## config.mk

```make
export PLATFORM = sky130hd
export DESIGN_NAME = pipe_hazard_ctrl
export DESIGN_NICKNAME = d
export VERILOG_FILES = /design/src/rtl/pipe_pkg.sv /design/src/rtl/load_use_detect.sv /design/src/rtl/pipe_hazard_ctrl.sv
export SDC_FILE = /design/constraint.sdc
export NUM_CORES = 1
export LEC_CHECK = 0
export ABC_AREA = 0
export BUFFER_PORTS_ARGS = -buffer_cell sky130_fd_sc_hd__buf_2
export CORE_ASPECT_RATIO = 0.5
export CORE_MARGIN = 1
export CORE_UTILIZATION = 45
export CTS_BUF_LIST = sky130_fd_sc_hd__clkbuf_8
export CTS_CLUSTER_DIAMETER = 150
export CTS_CLUSTER_SIZE = 16
export DETAILED_ROUTE_END_ITERATION = 6
export HOLD_SLACK_MARGIN = 0.08
export PLACE_DENSITY = 0.7
export RECOVER_POWER = 50
export SYNTH_ARGS = -nofsm -noshare
export SYNTH_HDL_FRONTEND = slang
export SYNTH_HIERARCHICAL = 1
export SYNTH_SLANG_ARGS = --single-unit
```

## constraint.sdc

```tcl
create_clock -name clock -period 2.5 [get_ports clock]
set_input_delay 0.25 -clock clock [delete_from_list [all_inputs] [get_ports clock]]
set_output_delay 0.25 -clock clock [all_outputs]
set_load 0.01 [all_outputs]
```

## src/rtl/pipe_pkg.sv

```systemverilog
// Shared definitions for the pipeline hazard/stall controller.
// Holds the FSM encoding, the x0 register index and the canned control patterns.
package pipe_pkg;

    typedef enum logic [1:0] {
        ST_RUN      = 2'd0,
        ST_MEM_WAIT = 2'd1
    } state_e;

    localparam logic [4:0] REG_X0 = 5'd0;

    typedef struct packed {
        logic stall_if;
        logic stall_id;
        logic stall_ex;
        logic flush_id;
        logic bubble_ex;
    } hz_ctrl_t;

    localparam hz_ctrl_t CTRL_IDLE = '{stall_if: 1'b0, stall_id: 1'b0, stall_ex: 1'b0,
                                       flush_id: 1'b0, bubble_ex: 1'b0};
    // NOP injection into IF/ID and ID/EX: used for reset and for wrong-path kill.
    localparam hz_ctrl_t CTRL_NOP  = '{stall_if: 1'b0, stall_id: 1'b0, stall_ex: 1'b0,
                                       flush_id: 1'b1, bubble_ex: 1'b1};
    localparam hz_ctrl_t CTRL_MEM  = '{stall_if: 1'b1, stall_id: 1'b1, stall_ex: 1'b1,
                                       flush_id: 1'b0, bubble_ex: 1'b0};
    localparam hz_ctrl_t CTRL_LU   = '{stall_if: 1'b1, stall_id: 1'b1, stall_ex: 1'b0,
                                       flush_id: 1'b0, bubble_ex: 1'b1};

endpackage

```

## src/rtl/load_use_detect.sv

```systemverilog
// Combinational load-use hazard comparator between the ID and EX stages.
// Zero latency, no state; x0 as a destination never creates a hazard.
module load_use_detect
    import pipe_pkg::*;
(
    input  logic [4:0] ex_rd_i,
    input  logic       ex_reg_wr_i,
    input  logic       ex_mem_to_reg_i,
    input  logic [4:0] id_rs1_i,
    input  logic [4:0] id_rs2_i,
    input  logic       id_use_rs1_i,
    input  logic       id_use_rs2_i,
    output logic       lu_haz_o
);

    logic rs1_hit;
    logic rs2_hit;

    assign rs1_hit  = id_use_rs1_i & (id_rs1_i == ex_rd_i);
    assign rs2_hit  = id_use_rs2_i & (id_rs2_i == ex_rd_i);
    assign lu_haz_o = ex_mem_to_reg_i & ex_reg_wr_i & (ex_rd_i != REG_X0) & (rs1_hit | rs2_hit);

endmodule

```

## src/rtl/pipe_hazard_ctrl.sv

```systemverilog
// Freeze/flush/bubble controller for the five-stage pipeline; Mealy outputs, same-cycle.
// Data-memory waits stall the whole front end until ready or MEM_TIMEOUT stalled cycles.
module pipe_hazard_ctrl
    import pipe_pkg::*;
#(
    parameter int MEM_TIMEOUT = 15,
    parameter int CNT_W       = 32
) (
    input  logic             clock,
    input  logic             reset,
    input  logic [4:0]       id_rs1,
    input  logic [4:0]       id_rs2,
    input  logic             id_use_rs1,
    input  logic             id_use_rs2,
    input  logic [4:0]       ex_rd,
    input  logic             ex_RegWr,
    input  logic             ex_MemtoReg,
    input  logic             ex_branch_taken,
    input  logic             mem_MemtoReg,
    input  logic             mem_MemWr,
    input  logic             dmem_ready,
    output logic             dmem_req,
    output logic             stall_if,
    output logic             stall_id,
    output logic             stall_ex,
    output logic             flush_id,
    output logic             bubble_ex,
    output logic             mem_err,
    output logic [CNT_W-1:0] stall_cycles
);

    localparam logic [7:0]       TIMEOUT = 8'(MEM_TIMEOUT);
    localparam logic [CNT_W-1:0] CNT_ONE = {{(CNT_W-1){1'b0}}, 1'b1};

    state_e           state_q, state_d;
    logic [7:0]       wait_cnt_q, wait_cnt_d;
    logic             mem_err_q, mem_err_d;
    logic [CNT_W-1:0] stall_cycles_q, stall_cycles_d;

    logic     mem_op;
    logic     mstall;
    logic     req;
    logic     lu_haz;
    hz_ctrl_t ctrl;

    assign mem_op = mem_MemtoReg | mem_MemWr;

    load_use_detect u_lu (
        .ex_rd_i         (ex_rd),
        .ex_reg_wr_i     (ex_RegWr),
        .ex_mem_to_reg_i (ex_MemtoReg),
        .id_rs1_i        (id_rs1),
        .id_rs2_i        (id_rs2),
        .id_use_rs1_i    (id_use_rs1),
        .id_use_rs2_i    (id_use_rs2),
        .lu_haz_o        (lu_haz)
    );

    always_comb begin
        state_d    = state_q;
        wait_cnt_d = wait_cnt_q;
        mem_err_d  = mem_err_q;
        mstall     = 1'b0;
        req        = 1'b0;
        unique case (state_q)
            ST_RUN: begin
                req    = mem_op;
                mstall = mem_op & ~dmem_ready;
                if (mstall) begin
                    state_d    = ST_MEM_WAIT;
                    wait_cnt_d = 8'd1;
                end
            end
            ST_MEM_WAIT: begin
                req    = mem_op;
                mstall = ~dmem_ready & (wait_cnt_q != TIMEOUT);
                if (dmem_ready) begin
                    state_d    = ST_RUN;
                    wait_cnt_d = 8'd0;
                end else if (wait_cnt_q == TIMEOUT) begin
                    // Abandon the access; the pipeline treats it as completed.
                    state_d    = ST_RUN;
                    wait_cnt_d = 8'd0;
                    mem_err_d  = 1'b1;
                end else begin
                    wait_cnt_d = wait_cnt_q + 8'd1;
                end
            end
            default: begin
                state_d    = ST_RUN;
                wait_cnt_d = 8'd0;
            end
        endcase
    end

    // A memory stall defers branch kill: the branch stays in EX and is re-seen on release.
    always_comb begin
        ctrl = CTRL_IDLE;
        if (reset) begin
            ctrl = CTRL_NOP;
        end else if (mstall) begin
            ctrl = CTRL_MEM;
        end else if (ex_branch_taken) begin
            ctrl = CTRL_NOP;
        end else if (lu_haz) begin
            ctrl = CTRL_LU;
        end
    end

    always_comb begin
        stall_cycles_d = stall_cycles_q;
        if (ctrl.stall_if && (stall_cycles_q != {CNT_W{1'b1}})) begin
            stall_cycles_d = stall_cycles_q + CNT_ONE;
        end
    end

    always_ff @(posedge clock) begin
        if (reset) begin
            state_q        <= ST_RUN;
            wait_cnt_q     <= 8'd0;
            mem_err_q      <= 1'b0;
            stall_cycles_q <= '0;
        end else begin
            state_q        <= state_d;
            wait_cnt_q     <= wait_cnt_d;
            mem_err_q      <= mem_err_d;
            stall_cycles_q <= stall_cycles_d;
        end
    end

    assign dmem_req     = req & ~reset;
    assign stall_if     = ctrl.stall_if;
    assign stall_id     = ctrl.stall_id;
    assign stall_ex     = ctrl.stall_ex;
    assign flush_id     = ctrl.flush_id;
    assign bubble_ex    = ctrl.bubble_ex;
    assign mem_err      = mem_err_q;
    assign stall_cycles = stall_cycles_q;

endmodule
```

After elaboration in Yosys (flattened, before gate mapping). Cells that the tools add are included. W data, S select, Z words.

Flip-flop bits (word level): 43. Input bits: 25. Output and inout bits: 39. Word-level logic and storage cells: 46.

Add/sub/neg operators: 2. Equality and inequality tests: 8. Mux-type cells: 14. Bitwise operators: 12. Reduce and logical (&&, ||, !) cells: 6.

Operator list (count): $add A32 B1 Y32 const B (1); $ne A32 B32 Y1 const B (1); $mux W8 (3); $mux W5 (4); $pmux W8 S2 (1); $eq A5 B5 Y1 (2); $add A8 B1 Y8 const B (1); $and A1 B1 Y1 (8); $eq A8 B4 Y1 const B (1); $ne A8 B4 Y1 const B (1); $mux W2 (3); $reduce_bool A5 Y1 (1); $pmux W2 S2 (1); $ne A3 B3 Y1 const B (1); $reduce_and A3 Y1 (1); $eq A2 B1 Y1 const B (1); $logic_not A2 Y1 (1); $ne A2 B2 Y1 const B (1); $not A1 Y1 (2); $or A1 B1 Y1 (2); $pmux W1 S2 (1); $reduce_and A2 Y1 (1); $reduce_or A2 Y1 (1); $logic_and A1 B1 Y1 (1); $mux W1 (1).

Depth between registers and ports, before layout.
Depth in word-level cells: 9. Gate-level depth with buffers: 11. Gate-level depth less buffers: 9.

Modules after synthesis. The synthesis kept the hierarchy.

Modules (own cells, without submodules): pipe_hazard_ctrl (times used 1, cells each 264, area an instance 2192.1 um2); load_use_detect (times used 1, cells each 17, area an instance 135.1 um2).

Worst setup path after synthesis. OpenSTA, ideal clock, no wires.

Path kind: input to output. Start point: input port ex_rd[2]. End point: output port stall_if. Arrival: 1.999 ns. Required time: 2.250 ns. Slack: 0.251 ns. Cell stages on the path: 9. Path through: or4_1 -> o211ai_2 -> a21oi_1 -> inv_1 -> o32ai_1 -> o21ai_1 -> clkbuf_1 -> inv_1 -> buf_4.

Cells in the longest elaborated chain, start to end: 8. Elaborated cells on any way between the ends: 12. Those cells by class: eq/ne: 2; mux: 4; bitwise: 5; reduce/logical: 1.

Ends and longest elaborated chain: start, declared (line pipe_hazard_ctrl.sv:15) `input logic [4:0] ex_rd,`; $eq A5 B5 Y1, on equally long branches (line load_use_detect.sv:19, load_use_detect.sv:20); $and A1 B1 Y1, on equally long branches (line load_use_detect.sv:19, load_use_detect.sv:20); $or A1 B1 Y1 (line load_use_detect.sv:21) `assign lu_haz_o = ex_mem_to_reg_i & ex_reg_wr_i & (ex_rd_i != REG_X0) & (rs1_hit | rs2_hit);`; $and A1 B1 Y1 (*) (line load_use_detect.sv:21); net lu_haz (line pipe_hazard_ctrl.sv:43) `logic lu_haz;`; $mux W5 (*) (line pipe_hazard_ctrl.sv:105) `end else if (lu_haz) begin`; $mux W5 (*) (line pipe_hazard_ctrl.sv:103) `end else if (ex_branch_taken) begin`; $mux W5 (*) (line pipe_hazard_ctrl.sv:101) `end else if (mstall) begin`; $mux W5 (*) (line pipe_hazard_ctrl.sv:99) `if (reset) begin`; end, declared (line pipe_hazard_ctrl.sv:23) `output logic stall_if,`.

The timed path passes the listed nets; every way through them passes the cells marked *.

Final worst setup path.
Start point: register wait_cnt_q[0]. End point: register stall_cycles_q[26], in the netlist stall_cycles[26].

Cells in the longest elaborated chain, start to end: 6.

Ends and longest elaborated chain: start, declared (line pipe_hazard_ctrl.sv:36) `logic [7:0] wait_cnt_q, wait_cnt_d;`; start signal, assigned (line pipe_hazard_ctrl.sv:125) `wait_cnt_q <= wait_cnt_d;`; $ne A8 B4 Y1 (line pipe_hazard_ctrl.sv:76) `mstall = ~dmem_ready & (wait_cnt_q != TIMEOUT);`; $and A1 B1 Y1 (line pipe_hazard_ctrl.sv:76); $pmux W1 S2 (line pipe_hazard_ctrl.sv:65) `unique case (state_q)`; $mux W5 (line pipe_hazard_ctrl.sv:101); $mux W5 (line pipe_hazard_ctrl.sv:99); $logic_and A1 B1 Y1 (line pipe_hazard_ctrl.sv:112) `if (ctrl.stall_if && (stall_cycles_q != {CNT_W{1'b1}})) begin`; end signal, assigned (line pipe_hazard_ctrl.sv:127) `stall_cycles_q <= stall_cycles_d;`; end, declared (line pipe_hazard_ctrl.sv:38) `logic [CNT_W-1:0] stall_cycles_q, stall_cycles_d;`.

Every way passes these cells. A chain may end at the register's enable or synchronous reset.

==> results.rst <==
.. list-table::
   :header-rows: 1

   * - Metric
     - Value
   * - Post-CTS Hold Buffers
     - 0
   * - Buffer cell driving the clock tree root
     - sky130_fd_sc_hd__clkbuf_8
   * - Internal power
     - 937 µW
   * - Worst slew pin tran
     - 776 ps
   * - Sw power
     - 290 µW
   * - Placement-stage cell area
     - 0.00271 mm²
   * - R2R Path End
     - stall_cycles[26]$_SDFFE_PP0P_
   * - Total power
     - 1230 µW
   * - Highest clock rate
     - 0.443 GHz
   * - Violation count after the first detailed-route iteration
     - 84
   * - DR pass1 iterations
     - 4
   * - Clock power share
     - 0.359
   * - Count of yosys warnings during synthesis
     - 6
   * - Worst slew margin
     - 0.483
   * - Number of buffers inserted to repair setup after CTS
     - 0
   * - Number of top-level pins
     - 64
   * - Kind of critical path
     - register to register
   * - CP Cell Sequence
     - ha_1, and3_1, a21oi_2, o211ai_1, buf_4, or4_1, a21oi_1
   * - Clock latency of the later-clocked register in the worst-skew pair
     - 290 ps
   * - Worst Path Max Fanout
     - 20
   * - Number of distinct library cell variants in the gate-level netlist after synthesis
     - 44
   * - Worst reg2reg startpoint
     - wait_cnt_q[0]$_SDFFE_PP0P_
   * - Max-cap viol count
     - 0
   * - Count of clock tree sinks
     - 42
   * - Final period demand of the worst path
     - 2260 ps
   * - Part of the power in combinational logic
     - 0.086
   * - Most used routing layer
     - met2
   * - Final cell utilization of the core
     - 0.557
   * - Synth Net Count
     - 308
   * - Die Outline Area
     - 0.00548 mm²
   * - Sequential Power Share
     - 0.555
   * - Finished Cell Area
     - 0.00276 mm²
   * - Cells taking the most area after synthesis
     - sky130_fd_sc_hd__dfxtp_1 (36%), sky130_fd_sc_hd__a21oi_1 (7.3%), sky130_fd_sc_hd__or4_1 (6.5%), sky130_fd_sc_hd__o31ai_1 (5.5%), sky130_fd_sc_hd__nand3_1 (4.1%)
   * - Minimum setup slack after placement
     - -26.2 ps
   * - Proportion of layout cells with a drive suffix above 1
     - 0.157
   * - Data arrival time of the worst path
     - 2470 ps
   * - Worst-path cell with the longest stage delay
     - sky130_fd_sc_hd__or4_1
   * - Via Count
     - 2395
   * - Number of hold-slack violations in the final timing report
     - 0
   * - Flops & latches, synth
     - 42
   * - Largest net degree at the start of global routing
     - 38
   * - Post-route fraction of the period consumed by the critical path
     - 0.902
   * - CP max stage delay
     - 510 ps
   * - Total inserted antenna cells
     - 0
   * - Number of buffers on the longest clock path
     - 2
   * - Clock skew after layout
     - 5.90 ps
   * - Launch point of the critical path
     - wait_cnt_q[0]$_SDFFE_PP0P_
   * - FF-to-FF path depth
     - 7
   * - Port-buffer cells
     - 63
   * - Routed wire per std cell
     - 13.3 µm
   * - Portion of synthesized cell area occupied by the leading cell type
     - 0.361
   * - Global-route total usage across every layer
     - 0.198
   * - TritonCTS buffer count
     - 5
   * - Growth of design area from synthesis to finish
     - 18.6%
   * - Startpoint type of the worst setup path
     - register
   * - Number of global-route vias before repair
     - 1956
   * - Type of the worst min-delay path
     - input pin to register
   * - Critical path destination
     - stall_cycles[26]$_SDFFE_PP0P_
   * - Mapped Avg Cell Area
     - 8.28 µm²
   * - Clock H-tree levels
     - 2
   * - Die width
     - 104 µm
   * - Register area share after synthesis
     - 0.361
   * - Min-delay src
     - dmem_ready
   * - Count of pins over their slew limit
     - 0
   * - Total Routed Length
     - 5480 µm
   * - Remaining Overflow, GRT
     - 0
   * - Antenna violation net count after detailed routing
     - 0
   * - Synthesized instance count
     - 281
   * - Proportion of register bits with asynchronous set or reset after synthesis
     - 0
   * - Synth Flop Type
     - sky130_fd_sc_hd__dfxtp_1
   * - Kind of end point of the critical path
     - register
   * - # setup viols final
     - 0
   * - Net total in the final layout
     - 369
   * - Worst hold path cell count
     - 3
   * - Clock tree from TritonCTS
     - yes
   * - Clock transition time at the flip-flop clock pins of the worst setup and hold paths
     - 80 ps
   * - Area of the core region
     - 0.00495 mm²
   * - Power density relative to cell area
     - 444 mW/mm²
   * - GP Congestion
     - 0.790
   * - Hold Worst Slack
     - 326 ps
   * - Met1 Track Usage GR
     - 0.238
   * - Die Span Y
     - 52.9 µm
   * - Peak supply drop
     - 219 µV
   * - Number of synthesized flops with an enable pin
     - 0
   * - Status
     - complete, no violations
   * - Post-detail-place hpwl
     - 3860 µm
   * - Number of vias per cell
     - 5.80
   * - Req. time, crit path
     - 2710 ps
   * - Netlist Area Pre-Place
     - 0.00233 mm²
   * - Met2 routing resource usage after global routing
     - 0.368
   * - Post_cts resized
     - 0
   * - Fin worst setup slack
     - 245 ps
   * - Detailed-route DRC error count
     - 0
   * - RSZ-0062 raised after global routing
     - false
   * - Site Rows
     - 18
   * - Reg2reg setup slack
     - 240 ps
   * - Standby leakage power
     - 0.000927 µW
   * - Antenna violations before repair
     - 0
   * - Met3 usage
     - 0.0431
   * - Wire length of the first global-routing pass
     - 8670 µm
   * - Most area-hungry cell type in the Yosys netlist
     - sky130_fd_sc_hd__dfxtp_1
   * - Switching share of total power
     - 0.237
   * - Initial Util
     - 0.470
cells in the final DEF, fill, tap and decap left out, types with 2 or more instances in the layout:
| cell type | instances |
|---|---|
| sky130_fd_sc_hd__nand3_1 | 19 |
| sky130_fd_sc_hd__o21a_1 | 3 |
| sky130_fd_sc_hd__dfxtp_1 | 42 |
| sky130_fd_sc_hd__a21oi_1 | 34 |
| sky130_fd_sc_hd__nor2b_1 | 2 |
| sky130_fd_sc_hd__o211ai_2 | 2 |
| sky130_fd_sc_hd__and3_1 | 4 |
| sky130_fd_sc_hd__or3_1 | 10 |
| sky130_fd_sc_hd__nor4_1 | 5 |
| sky130_fd_sc_hd__o21ai_0 | 14 |
| sky130_fd_sc_hd__nand3b_1 | 2 |
| sky130_fd_sc_hd__o311ai_0 | 5 |
| sky130_fd_sc_hd__clkbuf_1 | 33 |
| sky130_fd_sc_hd__o31ai_1 | 17 |
| sky130_fd_sc_hd__clkbuf_8 | 6 |
| sky130_fd_sc_hd__nand2_1 | 16 |
| sky130_fd_sc_hd__o211ai_1 | 2 |
| sky130_fd_sc_hd__buf_2 | 30 |
| sky130_fd_sc_hd__xnor2_1 | 2 |
| sky130_fd_sc_hd__or4_1 | 20 |
| sky130_fd_sc_hd__ha_1 | 2 |
| sky130_fd_sc_hd__inv_1 | 9 |
| sky130_fd_sc_hd__a31oi_1 | 2 |
| sky130_fd_sc_hd__nand4_1 | 4 |
| sky130_fd_sc_hd__nor2_1 | 18 |
| sky130_fd_sc_hd__xor2_1 | 8 |
| sky130_fd_sc_hd__o41ai_1 | 3 |
| sky130_fd_sc_hd__buf_4 | 4 |
| sky130_fd_sc_hd__and4_1 | 4 |
| sky130_fd_sc_hd__o31a_1 | 3 |
| sky130_fd_sc_hd__or2_2 | 2 |
power by group through the flow:
stage / Clock (µW) / Combinational (µW) / Sequential, µW
2_1_floorplan: 0 / 59.9 / 696
3_3_place_gp: 0 / 104 / 696
3_5_place_dp: 0 / 107 / 696
4_1_cts: 455 / 107 / 680
5_1_grt: 486 / 117 / 682
6_report: 441 / 105 / 681
worst min path at each step:
stage	slack (ps)	endpoint
after detailed placement	480	stall_cycles[21]$_SDFFE_PP0P_
after floorplan	460	wait_cnt_q[2]$_SDFFE_PP0P_
after global placement	470	stall_cycles[27]$_SDFFE_PP0P_
after CTS	320	wait_cnt_q[0]$_SDFFE_PP0P_
final	330	wait_cnt_q[0]$_SDFFE_PP0P_
after global routing	350	wait_cnt_q[0]$_SDFFE_PP0P_
routing by layer:
layer | share of wire | up-vias | wire length (µm)
met5 | 0 | - | 0
met4 | 0.0036 | 0 | 20
met3 | 0.042 | 2 | 231
li1 | - | 1204 | -
met1 | 0.48 | 1117 | 2600
met2 | 0.48 | 72 | 2630
cells by family (layout without fill, tap and decap cells):
family,Yosys count,count (layout),share of synthesized area
compound gates,91,91,0.252
simple gates,112,112,0.289
fa+ha+maj,2,2,0.0108
buf+inv,23,85,0.0452
mux,1,1,0.00484
xor+xnor,10,10,0.0376
flops,42,42,0.361
cell type report:
| type | instances | area [µm²] |
|---|---|---|
| clock buffer | 6 | 82.6 |
| clock inverter | 2 | 8.76 |
| fill | 483 | 2190 |
| inverter | 8 | 30.0 |
| multi-input combinational | 216 | 1380 |
| sequential | 42 | 841 |
| tap | 70 | 87.6 |
| timing repair buffer | 69 | 329 |
per-stage QoR:
step	cells	setup TNS (ps)
after floorplan	281	0
after global placement	405	0
final	413	0
after CTS	413	0
after global routing	413	0
after detailed placement	405	-36.9
sequential cells by signal, indices dropped and copies added, names as in the netlist:
name          flops
mem_err           1
state_q           1
stall_cycles     32
wait_cnt_q        8
cells in the mapped netlist, drive strengths merged (3+ instances only):
master and count:
o41ai 3, and3 4, o31ai 17, nor4 7, o211ai 4, o21a 3
nand3 19, a21oi 35, buf 6, o311ai 5, nand2 16, or3 10
and4 4, o21ai 16, inv 8, or4 20, nand4 5, o31a 3
dfxtp 42, xor2 8, nor2 18, clkbuf 9
worst max-delay path, delay by kind of cell, from the launching register on:
kind / cells / cell delay (ps)
AND/OR/NAND/NOR: 2 / 760
AO/OA/AOI/OAI: 3 / 630
flip-flops: 1 / 340
adder cells (fa/ha/maj): 1 / 230
buffers and inverters: 1 / 220
Power figures use the tool's default switching activity.
